### src/rtl/lcd_nibble_receiver.sv
// lcd_nibble_receiver: receiving end of a 4-bit HD44780-style LCD bus.
// Samples E/RS/RW/DB with the system clock. Follows the power-on switch from
// 8-bit to 4-bit mode, pairs nibbles into bytes, and flags protocol and timing
// errors.
//
// Optional feature: define LCD_RECV_TIMING_CHECK_EN to build the E-width and
// E-gap checkers. When it is undefined, oTimingError is tied to 0.
//
// Ports:
//   Clock               in  1  system clock, rising edge
//   Reset               in  1  synchronous, active-low reset
//   iLCD_Enabled        in  1  E strobe; the nibble is taken on the falling edge
//   iLCD_RegisterSelect in  1  RS: 0=command, 1=data
//   iLCD_ReadWrite      in  1  RW: strobes with RW=1 are ignored
//   iLCD_Data           in  4  DB[7:4] nibble
//   oByte               out 8  last assembled byte
//   oByteRS             out 1  RS of the last assembled byte
//   oByteValid          out 1  1-cycle pulse when oByte/oByteRS update
//   oMode4Bit           out 1  set once the 4-bit switch command is seen
//   oInitCount          out 2  0x3 commands seen in 8-bit mode, saturates at 3
//   oProtocolError      out 1  sticky: RS changed between the nibbles of a byte
//   oTimingError        out 1  sticky: E width or gap violation
module lcd_nibble_receiver #(
  parameter int unsigned MIN_E_HIGH = 12,
  parameter int unsigned MIN_GAP    = 50,
  parameter int unsigned CNT_W      = 16
) (
  input  logic       Clock,
  input  logic       Reset,
  input  logic       iLCD_Enabled,
  input  logic       iLCD_RegisterSelect,
  input  logic       iLCD_ReadWrite,
  input  logic [3:0] iLCD_Data,
  output logic [7:0] oByte,
  output logic       oByteRS,
  output logic       oByteValid,
  output logic       oMode4Bit,
  output logic [1:0] oInitCount,
  output logic       oProtocolError,
  output logic       oTimingError
);

  typedef enum logic [1:0] {
    S_MODE8 = 2'd0,
    S_HIGH  = 2'd1,
    S_LOW   = 2'd2
  } state_t;

  // Reject configurations whose thresholds cannot be reached by the counters.
  if (CNT_W < 2 || CNT_W > 31 || MIN_E_HIGH >= (1 << CNT_W) || MIN_GAP >= (1 << CNT_W))
  begin : g_param_check
    $error("lcd_nibble_receiver: MIN_E_HIGH/MIN_GAP do not fit in CNT_W");
  end

  // Two sync stages for every input, plus a delay stage on E for edge detection.
  logic       e_q1, e_q2, e_q3;
  logic       rs_q1, rs_q2;
  logic       rw_q1, rw_q2;
  logic [3:0] db_q1, db_q2;

  always_ff @(posedge Clock) begin
    if (!Reset) begin
      e_q1  <= 1'b0;
      e_q2  <= 1'b0;
      e_q3  <= 1'b0;
      rs_q1 <= 1'b0;
      rs_q2 <= 1'b0;
      rw_q1 <= 1'b0;
      rw_q2 <= 1'b0;
      db_q1 <= 4'h0;
      db_q2 <= 4'h0;
    end else begin
      e_q1  <= iLCD_Enabled;
      e_q2  <= e_q1;
      e_q3  <= e_q2;
      rs_q1 <= iLCD_RegisterSelect;
      rs_q2 <= rs_q1;
      rw_q1 <= iLCD_ReadWrite;
      rw_q2 <= rw_q1;
      db_q1 <= iLCD_Data;
      db_q2 <= db_q1;
    end
  end

  logic e_fall, e_rise, wr_strobe;
  assign e_fall    = !e_q2 && e_q3;
  assign e_rise    = e_q2 && !e_q3;
  assign wr_strobe = e_fall && !rw_q2;

  state_t     state, state_n;
  logic [3:0] hi_nib, hi_nib_n;
  logic       hi_rs, hi_rs_n;
  logic [7:0] byte_n;
  logic       byte_rs_n, valid_n, mode4_n, perr_n;
  logic [1:0] init_n;

  // State register and registered outputs.
  always_ff @(posedge Clock) begin
    if (!Reset) begin
      state          <= S_MODE8;
      hi_nib         <= 4'h0;
      hi_rs          <= 1'b0;
      oByte          <= 8'h00;
      oByteRS        <= 1'b0;
      oByteValid     <= 1'b0;
      oMode4Bit      <= 1'b0;
      oInitCount     <= 2'd0;
      oProtocolError <= 1'b0;
    end else begin
      state          <= state_n;
      hi_nib         <= hi_nib_n;
      hi_rs          <= hi_rs_n;
      oByte          <= byte_n;
      oByteRS        <= byte_rs_n;
      oByteValid     <= valid_n;
      oMode4Bit      <= mode4_n;
      oInitCount     <= init_n;
      oProtocolError <= perr_n;
    end
  end

  // Next-state and next-output logic, evaluated once per write strobe.
  always_comb begin
    state_n   = state;
    hi_nib_n  = hi_nib;
    hi_rs_n   = hi_rs;
    byte_n    = oByte;
    byte_rs_n = oByteRS;
    valid_n   = 1'b0;
    mode4_n   = oMode4Bit;
    init_n    = oInitCount;
    perr_n    = oProtocolError;
    if (wr_strobe) begin
      unique case (state)
        S_MODE8: begin
          byte_n    = {db_q2, 4'h0};
          byte_rs_n = rs_q2;
          valid_n   = 1'b1;
          if (!rs_q2 && db_q2 == 4'h3 && oInitCount != 2'd3) begin
            init_n = oInitCount + 2'd1;
          end
          if (!rs_q2 && db_q2 == 4'h2) begin
            mode4_n = 1'b1;
            state_n = S_HIGH;
          end
        end
        S_HIGH: begin
          hi_nib_n = db_q2;
          hi_rs_n  = rs_q2;
          state_n  = S_LOW;
        end
        S_LOW: begin
          if (rs_q2 == hi_rs) begin
            byte_n    = {hi_nib, db_q2};
            byte_rs_n = rs_q2;
            valid_n   = 1'b1;
          end else begin
            perr_n = 1'b1;
          end
          state_n = S_HIGH;
        end
        default: state_n = S_MODE8;
      endcase
    end
  end

`ifdef LCD_RECV_TIMING_CHECK_EN
  localparam logic [CNT_W-1:0] CNT_MAX = '1;
  localparam logic [CNT_W-1:0] E_HIGH_MIN = CNT_W'(MIN_E_HIGH);
  localparam logic [CNT_W-1:0] GAP_MIN = CNT_W'(MIN_GAP);

  logic [CNT_W-1:0] hi_cnt, gap_cnt;
  logic             first_rise;

  // hi_cnt holds the number of cycles E has been high, and gap_cnt the number
  // of cycles since the last fall. Both counters saturate.
  always_ff @(posedge Clock) begin
    if (!Reset) begin
      hi_cnt       <= '0;
      gap_cnt      <= '0;
      first_rise   <= 1'b1;
      oTimingError <= 1'b0;
    end else begin
      if (e_rise) begin
        hi_cnt <= CNT_W'(1);
      end else if (e_q2 && hi_cnt != CNT_MAX) begin
        hi_cnt <= hi_cnt + CNT_W'(1);
      end
      if (e_fall) begin
        gap_cnt <= CNT_W'(1);
      end else if (gap_cnt != CNT_MAX) begin
        gap_cnt <= gap_cnt + CNT_W'(1);
      end
      if (e_rise) begin
        first_rise <= 1'b0;
      end
      if ((e_fall && hi_cnt < E_HIGH_MIN) ||
          (e_rise && !first_rise && gap_cnt < GAP_MIN)) begin
        oTimingError <= 1'b1;
      end
    end
  end
`else
  assign oTimingError = 1'b0;
`endif

endmodule

### config.mk
export PLATFORM = sky130hd
export DESIGN_NAME = lcd_nibble_receiver
export DESIGN_NICKNAME = d
export VERILOG_FILES = /design/src/rtl/lcd_nibble_receiver.sv
export SDC_FILE = /design/constraint.sdc
export NUM_CORES = 1
export LEC_CHECK = 0
export ABC_AREA = 1
export BUFFER_PORTS_ARGS = -buffer_cell sky130_fd_sc_hd__buf_2
export CORE_MARGIN = 8
export CORE_UTILIZATION = 48
export DETAILED_ROUTE_END_ITERATION = 8
export GPL_ROUTABILITY_DRIVEN = 0
export PLACE_DENSITY = 0.73
export SLEW_MARGIN = 20
export SYNTH_ARGS = -nofsm -noshare
export SYNTH_HDL_FRONTEND = slang
export SYNTH_SLANG_ARGS = --single-unit
### constraint.sdc
create_clock -name Clock -period 2.4 [get_ports Clock]
set_input_delay 0.24 -clock Clock [delete_from_list [all_inputs] [get_ports Clock]]
set_output_delay 0.24 -clock Clock [all_outputs]
set_load 0.03 [all_outputs]
Yosys cells after proc, flatten, opt, wreduce, memory -nomap -nowiden

Index checks and enable logic that the tools add are counted.

Register bits: 36
Latch bits: 0
RAM bits: 0
Memory bits (read-only): 0
Bits of input ports: 9
Output and inout bits: 15
Logic and storage cells: 53
Memories: 0

Add/subtract/negate cells: 1
Multiply operators: 0
Divide/modulo/power cells: 0
Order comparisons: 0
Equal/unequal tests: 8
Shift-type cells: 0
Multiplexer cells: 8
Bitwise gates (word level): 1
Reductions and logical operators: 17

Operators with widths:

| kind                                                                   | count |
|---|---|
| 8-bit case mux with 2 select lines                                     | 1 |
| 3-bit AND reduction                                                    | 4 |
| 4-bit by 2-bit equality test with 1-bit output (second input constant) | 2 |
| 8-bit two-way mux                                                      | 1 |
| 2-bit inequality test (second input constant)                          | 3 |
| 2-bit case mux with 3 select lines                                     | 1 |
| 2-bit AND reduction                                                    | 3 |
| 1-bit logical AND                                                      | 5 |
| 1-bit case mux with 2 select lines                                     | 2 |
| 1-bit zero test                                                        | 3 |
| 2-bit by 1-bit adder with 2-bit output (second input constant)         | 1 |
| 2-bit by 1-bit equality test with 1-bit output (second input constant) | 1 |
| 2-bit equality test (second input constant)                            | 1 |
| 2-bit zero test                                                        | 1 |
| 1-bit two-way mux                                                      | 2 |
| 2-bit two-way mux                                                      | 1 |
| 2-bit nonzero test                                                     | 1 |
| 1-bit equality test                                                    | 1 |
| 1-bit NOT                                                              | 1 |

Depth between registers and ports, before layout

Depth in word-level cells: 4
Mapped depth: 7
Gate-level depth less buffers: 7

Least setup slack after synthesis

OpenSTA, ideal clock, no wires.

Path type: reg2reg
Start point: register oInitCount[0]
End point: register oInitCount[0]
Setup time: 114 ps
Data arrival time: 1,067 ps
Required time: 2,286 ps
Slack: 1,219 ps
Stages on the path, launching flop included: 8
Buffers on the path: 0
Period minus slack after synthesis: 1,181 ps
Path through: dfxtp_1 > ha_1 > inv_1 > nand3_1 > nor2_1 > nand3_1 > nand2_1 > nor2_1

Cells in the longest elaborated chain, start to end: 3
Elaborated cells between the ends (all ways): 4
Classes of those cells: add/sub: 1; eq/ne: 1; reduce/logical: 2

RTL lines:

| item                                 | RTL line | source |
|---|---|---|
| start: declaration                   | 38       | `output logic [1:0] oInitCount,` |
| start signal: assignment             | 117      | `oInitCount <= init_n;` |
| 2-bit inequality test                | 139      | `if (!rs_q2 && db_q2 == 4'h3 && oInitCount != 2'd3) begin` |
| 1-bit logical AND                    | 139      |  |
| 3-bit AND reduction (no source line) | --       |  |

Parallel ways exist; a longest one is shown, timed or not.
A chain may end at the register's enable or synchronous reset.

Final worst setup path

Start point: register e_q2
End point: register oByte[6]

Cells in the longest elaborated chain, start to end: 4

RTL lines:

| item                                 | RTL line | source |
|---|---|---|
| start: declaration                   | 56       | `logic e_q1, e_q2, e_q3;` |
| start signal: assignment             | 74       | `e_q2 <= e_q1;` |
| 1-bit zero test                      | 86       | `assign e_fall = !e_q2 && e_q3;` |
| 1-bit logical AND                    | 86       |  |
| 1-bit logical AND                    | 88       | `assign wr_strobe = e_fall && !rw_q2;` |
| 3-bit AND reduction (no source line) | --       |  |
| end signal: assignment               | 113      | `oByte <= byte_n;` |
| end: declaration                     | 34       | `output logic [7:0] oByte,` |

Every way passes these cells.

==> results_dict.tcl <==
set metrics [dict create \
    whs_ns 0.09962 \
    min_period_ns 1.221 \
    worstPathMaxFanout 9 \
    synth_seq_cells 36 \
    die_w_um 69.38 \
    syn_nets 190 \
    seq_area_frac_synth 0.5270 \
    crit_path_start_kind "flip-flop" \
    crit_slowest_cell "dfxtp_1" \
    cts_max_level 2 \
    grt_max_degree 32 \
    period_share 0.5089 \
    place_area_mm2 0.001496 \
    setup_tns_ns 0 \
    fin_area_mm2 0.001562 \
    cts_resized 0 \
    cts_buffers 5 \
    synth.distinct_cells 20 \
    dr_total_vias 1083 \
    leakagePower_nw 0.7990 \
    syn_inst 180 \
    cp_num_buf_inv 0 \
    drtIter0Drc 59 \
    place_ws_ns 1.182 \
    hold_viol_final 0 \
    num_antenna_cells 0 \
    core_area_mm2 0.002734 \
    die_area_mm2 0.004813 \
    clk_latency_ns 0.32 \
    tightest_slew_ns 0.5351 \
    grt_pass1_wl_um 4485 \
    slew_viol_final 0 \
    min_from "iLCD_ReadWrite" \
    crit_path_start "e_q2" \
    met1_length_um 1081 \
    cts_setup_buffers 0 \
    netlist_area_mm2 0.001368 \
    end_kind "flip-flop" \
    ant_nets 0 \
    rows 19 \
    routedWlPerCell_um 10.46 \
    holdBufCountCts 0 \
    outcome "completed" \
    grt_usage 0.1093 \
    worst_ep_required_time_ns 2.62 \
    drc_errors 0 \
    die_y_um 69.38 \
    area_growth_pct 14.18 \
    peakVddDrop_mv 0.4785 \
    hold_path_class "primary input to flip-flop" \
    cts.sinks 36 \
    crit_family "simple AND/OR/NAND/NOR gates" \
    drive_gt1_frac 0.1902 \
    path_class "flip-flop to flip-flop" \
    port_buffers 22 \
    power_density_mw_per_mm2 645.9 \
    io_pins 24 \
    first_pass_iters 4 \
    viasPerCell 4.589 \
    clockRootBuffer "clkbuf_4" \
    dr_wl_met2_um 1217 \
    critPathMaxStageDelay_ns 0.36 \
    cts_tree "done" \
    grt_pass1_vias 1045 \
    rsz0062_at_grt "false" \
    syn-mean-instance-area_um2 7.598 \
    nets 215 \
    setup_viol 0 \
    cts_buffer_depth 2 \
    cp_cell_sequence "nand3b_1, nor2_2, nand2_2, o21ai_0, nor2_1" \
    start_util 0.5002 \
    top_layer "met4" \
    overflow 0 \
    hpwl_um 1916 \
    slew_headroom 0.6433 \
    utilization 0.5712 \
    grt_antenna_before_repair 0 \
    max_freq_ghz 0.8187 \
    reg2reg_from "e_q2" \
    finClkSkew_ns 0.005641 \
    yosys_warnings 0 \
    cap_viol_max_count 0 \
    drt-total-wl_um 2469 \
    path_clk_slew_ns 0.10 \
    crit_arrival_ns 1.44 \
    met3WireLength_um 159 \
    timing.final.ws_setup_ns 1.179 \
]
-- tightest hold or removal path, stage by stage --
cell	delay, ns
buf_2	0.07
nand2_1	0.04
inv_1	0.04
-- registers in the layout, summed over array words and instances, names as in the netlist, 2 cells and up --
signal / cells
db_q1: 4
db_q2: 4
hi_nib: 4
oByte: 8
oInitCount: 2
state: 2
-- layout by cell type (no fill, tap or decap) --
| cell type | instances |
|---|---|
| clkbuf_8 | 2 |
| conb_1 | 1 |
| inv_1 | 30 |
| clkbuf_4 | 5 |
| ha_1 | 1 |
| a21oi_1 | 5 |
| nand2_2 | 1 |
| o21ai_0 | 10 |
| nor2_4 | 2 |
| buf_2 | 22 |
| nor2_2 | 1 |
| nor2_1 | 29 |
| nand2_1 | 40 |
| dfxtp_1 | 36 |
| nand2_4 | 1 |
| nand3b_1 | 2 |
| inv_2 | 1 |
| o21ai_2 | 4 |
| nand4_1 | 3 |
| nand3_1 | 9 |
-- Yosys cell counts --
master | number | share of area
ha_1 | 1 | 0.0091
nor2_2 | 1 | 0.0046
inv_2 | 1 | 0.0027
dfxtp_1 | 36 | 0.53
clkbuf_1 | 2 | 0.0055
nand4_1 | 3 | 0.014
o21ai_2 | 4 | 0.026
o21ai_0 | 10 | 0.037
a21oi_1 | 5 | 0.018
nand2_4 | 1 | 0.0082
nor2_4 | 2 | 0.016
inv_1 | 30 | 0.082
nand3b_1 | 2 | 0.011
nor2_1 | 29 | 0.080
nand2_2 | 1 | 0.0046
nand2_1 | 40 | 0.11
nand3_1 | 9 | 0.033
buf_2 | 1 | 0.0037
buf_4 | 1 | 0.0055
conb_1 | 1 | 0.0027
-- path summary, 6_finish.rpt --
| check | endpoint | slack, ns | cells past startpoint |
|---|---|---|---|
| max | oByte[6] | 1.18 | 5 |
| min | rw_q1 | 0.1 | 3 |
| max reg2reg | oByte[6] | 1.18 | 5 |
| min reg2reg | db_q2[2] | 0.42 | 2 |
-- report_power, final --
group | switching (mW) | total, mW | internal [mW]
clock | 0.173 | 0.339 | 0.166
sequential | 0.00745 | 0.618 | 0.611
combinational | 0.0346 | 0.0518 | 0.0172
-- metrics by stage --
stage,std cells,power (mW)
6_report,236,1.009
5_1_grt,236,1.069
4_1_cts,236,1.025
3_5_place_dp,229,0.6844
3_3_place_gp,229,0.6815
2_1_floorplan,180,0.6689
-- cell families (layout without fill, tap and decap cells) --
logic type | Yosys count | in the layout | synth area share
compound gates | 19 | 19 | 0.08051
fa+ha+maj | 1 | 1 | 0.009148
buf+inv | 35 | 60 | 0.09972
flops | 36 | 36 | 0.5270
other cells | 1 | 1 | 0.002742
simple gates | 88 | 88 | 0.2809
-- cell type report --
class / count / area (µm²)
fillers: 251 / 1172
flip-flops and latches: 36 / 720.7
multi-input cells: 109 / 510.5
inverters: 31 / 116.4
repair buffers: 22 / 110.1
clock buffers: 7 / 65.06
well taps: 31 / 38.79
-- layer usage --
metal  track usage  vias to the layer above
met3       0.05293                        2
met2        0.1865                       26
li1              -                      593
met1        0.1169                      462
met4       0.02961                        0
met5             0                        -
No activity file was read; power rests on OpenSTA's default activity.
